**src/rtl/pkg_display_7seg.sv**
```systemverilog
// Shared constants for the multiplexed 7-segment driver: hex glyphs in
// active-high {g,f,e,d,c,b,a} order, segment bit positions and a polarity helper.
package pkg_display_7seg;

  localparam int SEG_A_BIT = 0;
  localparam int SEG_B_BIT = 1;
  localparam int SEG_C_BIT = 2;
  localparam int SEG_D_BIT = 3;
  localparam int SEG_E_BIT = 4;
  localparam int SEG_F_BIT = 5;
  localparam int SEG_G_BIT = 6;

  localparam logic [6:0] SEG_0 = 7'b0111111;
  localparam logic [6:0] SEG_1 = 7'b0000110;
  localparam logic [6:0] SEG_2 = 7'b1011011;
  localparam logic [6:0] SEG_3 = 7'b1001111;
  localparam logic [6:0] SEG_4 = 7'b1100110;
  localparam logic [6:0] SEG_5 = 7'b1101101;
  localparam logic [6:0] SEG_6 = 7'b1111101;
  localparam logic [6:0] SEG_7 = 7'b0000111;
  localparam logic [6:0] SEG_8 = 7'b1111111;
  localparam logic [6:0] SEG_9 = 7'b1101111;
  localparam logic [6:0] SEG_A = 7'b1110111;
  localparam logic [6:0] SEG_B = 7'b1111100;
  localparam logic [6:0] SEG_C = 7'b0111001;
  localparam logic [6:0] SEG_D = 7'b1011110;
  localparam logic [6:0] SEG_E = 7'b1111001;
  localparam logic [6:0] SEG_F = 7'b1110001;
  localparam logic [6:0] SEG_OFF = 7'b0000000;

  // Converts an active-high segment pattern to the pin polarity.
  function automatic logic [6:0] pol_seg(input logic [6:0] v, input logic act_bajo);
    logic [6:0] r;
    if (act_bajo) begin
      r = ~v;
    end else begin
      r = v;
    end
    return r;
  endfunction

endpackage

```
**src/rtl/deco_hex_7seg.sv**
```systemverilog
// Combinational hex nibble to active-high 7-segment pattern {g,f,e,d,c,b,a}.
module deco_hex_7seg
  import pkg_display_7seg::*;
(
  input  logic [3:0] i_Nibble,
  output logic [6:0] o_Seg
);

  // Full 0-F glyph table.
  always_comb begin
    o_Seg = SEG_OFF;
    case (i_Nibble)
      4'h0: o_Seg = SEG_0;
      4'h1: o_Seg = SEG_1;
      4'h2: o_Seg = SEG_2;
      4'h3: o_Seg = SEG_3;
      4'h4: o_Seg = SEG_4;
      4'h5: o_Seg = SEG_5;
      4'h6: o_Seg = SEG_6;
      4'h7: o_Seg = SEG_7;
      4'h8: o_Seg = SEG_8;
      4'h9: o_Seg = SEG_9;
      4'hA: o_Seg = SEG_A;
      4'hB: o_Seg = SEG_B;
      4'hC: o_Seg = SEG_C;
      4'hD: o_Seg = SEG_D;
      4'hE: o_Seg = SEG_E;
      4'hF: o_Seg = SEG_F;
      default: o_Seg = SEG_OFF;
    endcase
  end

endmodule

```
**src/rtl/controlador_display_7seg_n.sv**
```systemverilog
// Multiplexed N-digit 7-segment driver: shadow-buffered data, blanking, leading-zero
// suppression and PWM brightness where sub-phase 0 of every slot is a dark dead time.
module controlador_display_7seg_n
  import pkg_display_7seg::*;
#(
  parameter int N_DIGITOS      = 4,
  parameter int PRESC          = 3125,
  parameter int BRILLO_BITS    = 4,
  parameter int ANODO_ACT_BAJO = 1,
  parameter int SEG_ACT_BAJO   = 1
) (
  input  logic                     i_Clk,
  input  logic                     i_Rst,
  input  logic [4*N_DIGITOS-1:0]   i_Datos,
  input  logic [N_DIGITOS-1:0]     i_Punto,
  input  logic [N_DIGITOS-1:0]     i_Blank,
  input  logic                     i_Carga,
  input  logic                     i_Supr_Ceros,
  input  logic [BRILLO_BITS-1:0]   i_Brillo,
  output logic [N_DIGITOS-1:0]     o_Anodo,
  output logic [6:0]               o_Segmentos,
  output logic                     o_Punto,
  output logic                     o_Fin_Barrido
);

  localparam int   PW     = (PRESC > 1) ? $clog2(PRESC) : 1;
  localparam int   DW     = $clog2(N_DIGITOS);
  localparam logic INV_AN = (ANODO_ACT_BAJO != 0);
  localparam logic INV_SG = (SEG_ACT_BAJO != 0);

  localparam logic [N_DIGITOS-1:0] ANODO_OFF = INV_AN ? {N_DIGITOS{1'b1}} : {N_DIGITOS{1'b0}};
  localparam logic [6:0]           SEGS_OFF  = INV_SG ? 7'b1111111 : 7'b0000000;

  logic [4*N_DIGITOS-1:0] datos_q, datos_d;
  logic [N_DIGITOS-1:0]   punto_q, punto_d;
  logic [N_DIGITOS-1:0]   blank_q, blank_d;
  logic [PW-1:0]          presc_q, presc_d;
  logic [BRILLO_BITS-1:0] sub_q, sub_d;
  logic [DW-1:0]          dig_q, dig_d;
  logic [BRILLO_BITS-1:0] brillo_q, brillo_d;
  logic                   lit_q, lit_d;
  logic [N_DIGITOS-1:0]   anodo_q, anodo_d;
  logic [6:0]             seg_q, seg_d;
  logic                   pto_q, pto_d;
  logic                   fin_q, fin_d;

  logic                   presc_tc_s, sub_tc_s, dig_tc_s, frontera_s;
  logic [3:0]             nibble_s;
  logic [6:0]             glifo_s;
  logic [N_DIGITOS-1:0]   supr_vec_s;
  logic                   acc_s, blank_s, supr_s, pto_s;
  logic [N_DIGITOS-1:0]   anodo_act_s;
  int                     idx_s;

  deco_hex_7seg u_deco (
    .i_Nibble (nibble_s),
    .o_Seg    (glifo_s)
  );

  // Shadow load and scan counters.
  always_comb begin
    datos_d = datos_q;
    punto_d = punto_q;
    blank_d = blank_q;
    if (i_Carga) begin
      datos_d = i_Datos;
      punto_d = i_Punto;
      blank_d = i_Blank;
    end else begin
      datos_d = datos_q;
    end

    presc_tc_s = (presc_q == PW'(PRESC - 1));
    sub_tc_s   = (&sub_q);
    dig_tc_s   = (dig_q == DW'(N_DIGITOS - 1));
    frontera_s = (presc_q == '0) && (sub_q == '0);

    presc_d = presc_tc_s ? '0 : presc_q + PW'(1);
    sub_d   = sub_q;
    dig_d   = dig_q;
    if (presc_tc_s) begin
      sub_d = sub_q + BRILLO_BITS'(1);
      if (sub_tc_s) begin
        dig_d = dig_tc_s ? '0 : dig_q + DW'(1);
      end else begin
        dig_d = dig_q;
      end
    end else begin
      sub_d = sub_q;
    end
    fin_d = presc_tc_s && sub_tc_s && dig_tc_s;
  end

  // Per-slot content; the boundary sees freshly loaded shadow values (load-then-display).
  always_comb begin
    idx_s    = int'(dig_q);
    nibble_s = datos_d[4*idx_s +: 4];
    acc_s    = 1'b1;
    supr_vec_s = '0;
    for (int k = N_DIGITOS - 1; k >= 0; k--) begin
      acc_s         = acc_s & (datos_d[4*k +: 4] == 4'h0);
      supr_vec_s[k] = acc_s;
    end
    supr_vec_s[0] = 1'b0;

    blank_s = blank_d[idx_s];
    supr_s  = i_Supr_Ceros && supr_vec_s[idx_s];
    pto_s   = punto_d[idx_s] && !blank_s;

    brillo_d = brillo_q;
    lit_d    = lit_q;
    seg_d    = seg_q;
    pto_d    = pto_q;
    if (frontera_s) begin
      brillo_d = i_Brillo;
      lit_d    = !blank_s && (!supr_s || pto_s);
      seg_d    = pol_seg((blank_s || supr_s) ? SEG_OFF : glifo_s, INV_SG);
      pto_d    = INV_SG ? !pto_s : pto_s;
    end else begin
      brillo_d = brillo_q;
    end
  end

  // Anode PWM: sub-phase 0 is always dark so segments settle before lighting.
  always_comb begin
    anodo_act_s = '0;
    if (lit_q && (sub_q != '0) && (sub_q <= brillo_q)) begin
      anodo_act_s[idx_s] = 1'b1;
    end else begin
      anodo_act_s = '0;
    end
    anodo_d = INV_AN ? ~anodo_act_s : anodo_act_s;
  end

  // State and registered outputs.
  always_ff @(posedge i_Clk or negedge i_Rst) begin
    if (!i_Rst) begin
      datos_q  <= '0;
      punto_q  <= '0;
      blank_q  <= '0;
      presc_q  <= '0;
      sub_q    <= '0;
      dig_q    <= '0;
      brillo_q <= '0;
      lit_q    <= 1'b0;
      anodo_q  <= ANODO_OFF;
      seg_q    <= SEGS_OFF;
      pto_q    <= INV_SG;
      fin_q    <= 1'b0;
    end else begin
      datos_q  <= datos_d;
      punto_q  <= punto_d;
      blank_q  <= blank_d;
      presc_q  <= presc_d;
      sub_q    <= sub_d;
      dig_q    <= dig_d;
      brillo_q <= brillo_d;
      lit_q    <= lit_d;
      anodo_q  <= anodo_d;
      seg_q    <= seg_d;
      pto_q    <= pto_d;
      fin_q    <= fin_d;
    end
  end

  assign o_Anodo       = anodo_q;
  assign o_Segmentos   = seg_q;
  assign o_Punto       = pto_q;
  assign o_Fin_Barrido = fin_q;

endmodule

```
**config.mk**
```make
export PLATFORM = sky130hd
export DESIGN_NAME = controlador_display_7seg_n
export DESIGN_NICKNAME = d
export VERILOG_FILES = /design/src/rtl/pkg_display_7seg.sv /design/src/rtl/deco_hex_7seg.sv /design/src/rtl/controlador_display_7seg_n.sv
export SDC_FILE = /design/constraint.sdc
export NUM_CORES = 1
export LEC_CHECK = 0
export ABC_AREA = 1
export CORE_MARGIN = 2
export CORE_UTILIZATION = 40
export CTS_BUF_LIST = sky130_fd_sc_hd__clkbuf_8
export DETAILED_ROUTE_END_ITERATION = 10
export SYNTH_ARGS = -nofsm -noshare
export SYNTH_HDL_FRONTEND = slang
export SYNTH_SLANG_ARGS = --single-unit
```
**constraint.sdc**
```tcl
create_clock -name i_Clk -period 2.55 [get_ports i_Clk]
set_clock_uncertainty 0.05 [all_clocks]
set_input_delay 0.51 -clock i_Clk [delete_from_list [all_inputs] [get_ports i_Clk]]
set_output_delay 0.51 -clock i_Clk [all_outputs]
set_load 0.02 [all_outputs]
```
==> metrics.txt, run 1 <==
Clock power frac 0.387; DRT Pass-1 Iters 6; initial drt markers approximately 120; post-CTS setup buffers 0; Post-synth EDFFs 0; CP Capture Type flop; routed wire length per instance about 12 µm; switching fraction of total power 0.2591; Sequential Power Share 0.462; Clk pin slew, worst setup/hold paths about 70 ps; Post-Syn Nets between 400 and 500; fin crit share 0.8897; Worst slew margin 0.4854; data required time of the worst path 2770 ps; Cell Rows 33; Synth Register Bits 60; setup TNS 0 ps; drt total wl about 7300 µm; Max IR drop VDD roughly 0.24 mV; Synth async-reset ratio 1.000; Post-CTS Resized 0; IO Pins 45; vias in the first global route between 2000 and 3000; top cells by count, synth nand2_1 (161), dfrtp_1 (48), inv_1 (48); Final setup viols 0; cell count of the worst reg-to-reg path 12; Comb pwr share 0.151; ANT cells 0; outcome finished, final reports clean; LEAKAGE about 2.2 nW; routability-driven placement congestion ratio 0.8658; placed instance count between 500 and 600; P&R area growth vs syn 22.99%; final hold violations 0; top_reg_cell synth dfrtp_1; CTS Root Buffer Type clkbuf_8; CP arrival 2490 ps; placed cell areas between 3000 and 4000 µm²; most common cell in the netlist nand2_1; startpoint types input pin; Yosys cell types 35; core area just over 8000 µm²; NetSw just under 600 µW; non-filler cells, final just over 600; MaxCap Viol Count 0; total power roughly 2.3 mW; Max Freq 0.4408 GHz; area of the mapped netlist around 3400 µm²; synth warn 0; Clk Latency, worst-skew pair roughly 340 ps; Mapped Cells between 400 and 500; CTS tree done; Worst Hold Class input pin to async pin; maximum root-to-sink buffer count 2; die area ~9300 µm²; vias per cell ~4.7; initial antenna violation count 0; clock net sink count 60; port buffer count 44; RSZ-0062 raised after global routing false; Pint ~1.7 mW; H-tree depth 3; DRC 0; Seq/Total Area, Yosys 0.4451; Post-CTS Hold Buffers 0; ratio of cells with drive above 1 in the final layout 0.1333; via count ~2900; chip width 96.29 µm; dpl hpwl between 5000 and 6000 µm; total CTS buffers 9; initial core utilization 0.4146; first-pass GRT wire length roughly 13000 µm; GRT Resource Usage Total 0.1787; Synth area leaders dfrtp_1 (35%), nand2_1 (18%), dfstp_2 (9.3%); Finished Cell Area ~4200 µm²; Max FO, Critical Path 17; fin crit period 2269 ps; GRT overflow 0; share of the synthesized area in the top cell type 0.3526; post-synth top area cell dfrtp_1; Die Y between 90 and 100 µm; Post-layout nets 555; Crit Path Class input pin to flop; pwr dens around 540 nW/µm²; Slew @ Worst Pin just under 800 ps; Avg Cell Area, Syn 7.639 µm²; Slew Viols, Final 0; Routed Antenna Nets 0; pin count of the biggest net entering global routing 61
## cells by family (layout without fill, tap and decap cells)
group                    count (synthesis)  count (layout)  synth area share
AND/OR/NAND/NOR                        268             268            0.3379
buffers and inverters                   64             128           0.08483
flip-flops                              60              60            0.4451
AO/OA/AOI/OAI                           29              29           0.04811
adder cells (fa/ha/maj)                 18              18           0.06610
XOR/XNOR                                 7               7           0.01800
## worst max-delay path, stage by stage
cell	delay, ps
clkdlybuf4s50_1	600
inv_4	140
nand2_1	90
nand2_1	90
nand2_1	70
nand2_1	80
a21oi_2	240
ha_1	190
nand3_1	90
o21ai_0	80
o21ai_0	130
a21oi_1	170
## layout by cell type, fill, tap and decap left out, types with 2 or more instances in the layout
cell / netlist / layout
nor2_2: 4 / 4
and2_1: 3 / 3
inv_1: 48 / 49
nand3b_1: 2 / 2
nand2_2: 9 / 9
nor3_1: 4 / 4
nor2_1: 42 / 42
nand2_1: 161 / 161
inv_2: 6 / 6
a21oi_2: 2 / 2
xor2_1: 6 / 6
nand4_1: 4 / 4
clkbuf_8: 0 / 11
o21ai_1: 3 / 3
clkinv_2: 0 / 2
dfrtp_1: 48 / 48
dfstp_2: 12 / 12
a21oi_1: 8 / 8
o21ai_0: 12 / 12
clkdlybuf4s50_1: 0 / 43
nand3_2: 3 / 3
nand3_1: 31 / 31
ha_1: 18 / 18
buf_4: 2 / 12
## path summary, 6_finish.rpt
path / slack (ps) / end / startpoint
min in group i_Clk: 420 / datos_q[3] / datos_q[3]
worst max register to register: 470 / o_Segmentos[3] / dig_q[0]
worst min-delay path: 290 / dig_q[0] / i_Rst
worst max-delay path: 280 / o_Segmentos[2] / i_Carga
max in group asynchronous: 1660 / brillo_q[3] / i_Rst
worst min register to register: 420 / datos_q[3] / datos_q[3]
## power groups by stage
stage          Clock, mW  Combinational [mW]  Sequential (mW)
6_report           0.872               0.340             1.04
5_1_grt            0.937               0.389             1.04
4_1_cts            0.896               0.345             1.04
3_5_place_dp           0               0.343             1.06
3_3_place_gp           0               0.339             1.06
2_1_floorplan          0               0.175             1.07
## layout make-up
type / instances / area, µm²
clock inverter: 5 / 51.30
sequential: 60 / 1516
timing repair buffer: 56 / 525.5
multi-input combinational: 322 / 1602
tap: 105 / 131.4
fill: 815 / 4026
clock buffer: 11 / 151.4
inverter: 56 / 212.7
## per-layer routing
metal  global-route usage  part of all wire
met3              0.03994             0.037
met2               0.2888              0.46
met1               0.2429              0.49
met4              0.04695             0.011
met5                    0                 0
## sequential cells by signal, indices dropped and copies added, names as in the netlist, 2 cells and up
name / count
brillo_q: 4
o_Anodo: 4
presc_q: 12
sub_q: 4
o_Segmentos: 7
blank_q: 4
datos_q: 16
dig_q: 2
punto_q: 4
## per-stage QoR
step / hold slack, ps / util / setup slack [ps]
detailed placement: 406.2 / 0.4853 / -59.98
global route: 361.1 / 0.5100 / 85.93
floorplan: 164.4 / - / 552.7
finish: 290.4 / 0.5100 / 281.4
CTS: 317.0 / 0.5100 / 294.8
global placement: 399.6 / 0.4853 / -7.948
Note: power is estimated with default switching activity, not from simulation.
==> inputs of run 2 (changes only) <==
CTS_CLUSTER_SIZE = 16   (was not set)
==> results of run 2 <==
The final DEF is identical to that of run 1; final timing and power are the same.
==> inputs of run 3 (changes only) <==
--- a/config.mk
+++ b/config.mk
@@ -12,4 +12,5 @@
 export CTS_CLUSTER_SIZE = 16
 export DETAILED_ROUTE_END_ITERATION = 10
+export REMOVE_ABC_BUFFERS = 1
 export SYNTH_ARGS = -nofsm -noshare
 export SYNTH_HDL_FRONTEND = slang
==> constraint.sdc (replaced) <==
create_clock -name i_Clk -period 2.55 [get_ports i_Clk]
set_clock_uncertainty 0.05 [all_clocks]
set_input_delay 0.6375 -clock i_Clk [delete_from_list [all_inputs] [get_ports i_Clk]]
set_output_delay 0.6375 -clock i_Clk [all_outputs]
set_load 0.02 [all_outputs]
==> run 3 against run 2 <==
Net effect:
- register-to-register slack is essentially flat
- critical path type is now flop to output pin
- largest power group unchanged
- highest routed layer unchanged
- utilization grew 1.4 points
- combinational power grew 5.9%
==> metrics.txt, run 3 (synthesized netlist as in run 1, its figures left out) <==
buffers plus inverters on the worst setup path 1; dpl hpwl 5500 µm; reg-to-reg startpoint dig_q[0]; Cell Rows 33; total power between 2 and 2.5 mW; GRT overflow 0; commonest non-fill, non-tap cells in the layout nand2_1 (161), inv_1 (49), dfrtp_1 (48), nor2_1 (42), clkdlybuf4s50_1 (42); MaxCap Viol Count 0; register-to-register setup slack 460 ps; port buffer count 44; initial core utilization 0.4146; via count between 2000 and 3000; first-pass GRT wire length around 13000 µm; Post-layout nets 567; final hold violations 0; family with the most delay on the worst path buffers and inverters; routability-driven placement congestion ratio about 0.82; CTS Root Buffer Type clkbuf_8; maximum root-to-sink buffer count 2; Clk pin slew, worst setup/hold paths approximately 70 ps; total CTS buffers 9; Routed Antenna Nets 0; drt total wl around 7400 µm; Clk Latency, worst-skew pair 340 ps; Die Y between 90 and 100 µm; Worst slew margin 0.6151; P&R area growth vs syn 26.44%; chip width slightly below 100 µm; Slew @ Worst Pin ~570 ps; outcome finished, final reports clean; data required time of the worst path approximately 1900 ps; ratio of cells with drive above 1 in the final layout 0.1533; vias per cell approximately 4.7; LEAKAGE 2.246 nW; max incr delay on CP ~600 ps; DRT Pass-1 Iters 4; pwr dens 530.0 nW/µm²; CTS tree done; core area between 8000 and 9000 µm²; Slew Viols, Final 0; largest reg by FF count datos_q; Max FO, Critical Path 2; Max Freq between 0.4 and 0.5 GHz; placed cell areas around 4100 µm²; Finished Cell Area 4308 µm²; Final setup viols 0; IO Pins 45; CP max-delay cell clkdlybuf4s50_1; crit path to o_Segmentos[1]; initial drt markers roughly 160; Worst path depth 1; pin count of the biggest net entering global routing between 40 and 50; initial antenna violation count 0; H-tree depth 3; Worst Setup SP o_Segmentos[1]; RSZ-0062 raised after global routing false; most common cell after layout, fill and taps aside nand2_1; setup TNS 0 ps; Worst R2R End o_Segmentos[3]; fin crit share 0.8568; startpoint types flop; die area between 9000 and 10000 µm²; Worst Hold Class input pin to async pin; Max IR drop VDD 0.2693 mV; DRC 0; fin crit period 2185 ps; vias in the first global route about 2800; routed wire length per instance 11.78 µm; CP Capture Type output pin; CP Cell Sequence clkdlybuf4s50_1; GRT Resource Usage Total 0.1821; cell count of the worst reg-to-reg path 13; ANT cells 0; max FFs per register 16; Crit Path Class flop to output pin; CP arrival around 1500 ps; clock net sink count 60
run 3: cell types whose count changed in the layout (fill, tap and decap cells not counted):
cell             before  now
dlymetal6s2s_1        0    1
buf_12                0    2
clkdlybuf4s50_1      43   42
buf_4                12   22
run 3: final cells by class:
class	instances	area, µm²
well taps	105	131.4
multi-input cells	322	1602
inverters	56	212.7
clock buffers	11	151.4
repair buffers	68	643.1
clock inverters	5	51.30
flip-flops and latches	60	1516
fillers	792	3909
run 3: routing by layer:
layer,track usage,vias to the layer above,part of all wire
met5,0,-,0
met4,0.04930,0,0.011
met3,0.04385,7,0.047
met2,0.2685,53,0.43
met1,0.2671,1361,0.51
li1,-,1519,-
run 3: timing repair:
| action | 4_1_cts | 5_1_grt |
|---|---|---|
| endpoints found under the hold margin | 0 | 0 |
| setup endpoints to repair | 0 | 6 |
| gates resized for setup | 0 | 1 |
| hold buffers | 0 | 0 |
| setup buffers | 0 | 0 |
run 3: worst min-delay path by stage:
stage,start,to,slack (ps),cells past startpoint
2_1_floorplan,i_Rst,blank_q[0],290,0
3_3_place_gp,presc_q[0],presc_q[0],400,1
3_5_place_dp,presc_q[0],presc_q[0],400,1
4_1_cts,i_Rst,punto_q[2],220,1
5_1_grt,i_Rst,o_Fin_Barrido,230,1
6_report,i_Rst,punto_q[0],210,1
run 3: power breakdown:
group | internal, mW | switching (mW)
clock network | 0.498 | 0.385
logic | 0.170 | 0.190
registers | 1.02 | 0.0229
total | 1.69 | 0.598
run 3: stage by stage:
stage,setup slack [ps],util,cells,hold slack (ps)
4_1_cts,113.5,0.5240,627,219.9
2_1_floorplan,600.7,-,438,291.9
3_3_place_gp,-178.1,0.4993,611,397.8
6_report,365.1,0.5243,627,213.3
3_5_place_dp,-249.3,0.4993,611,403.3
5_1_grt,127.0,0.5243,627,232.5
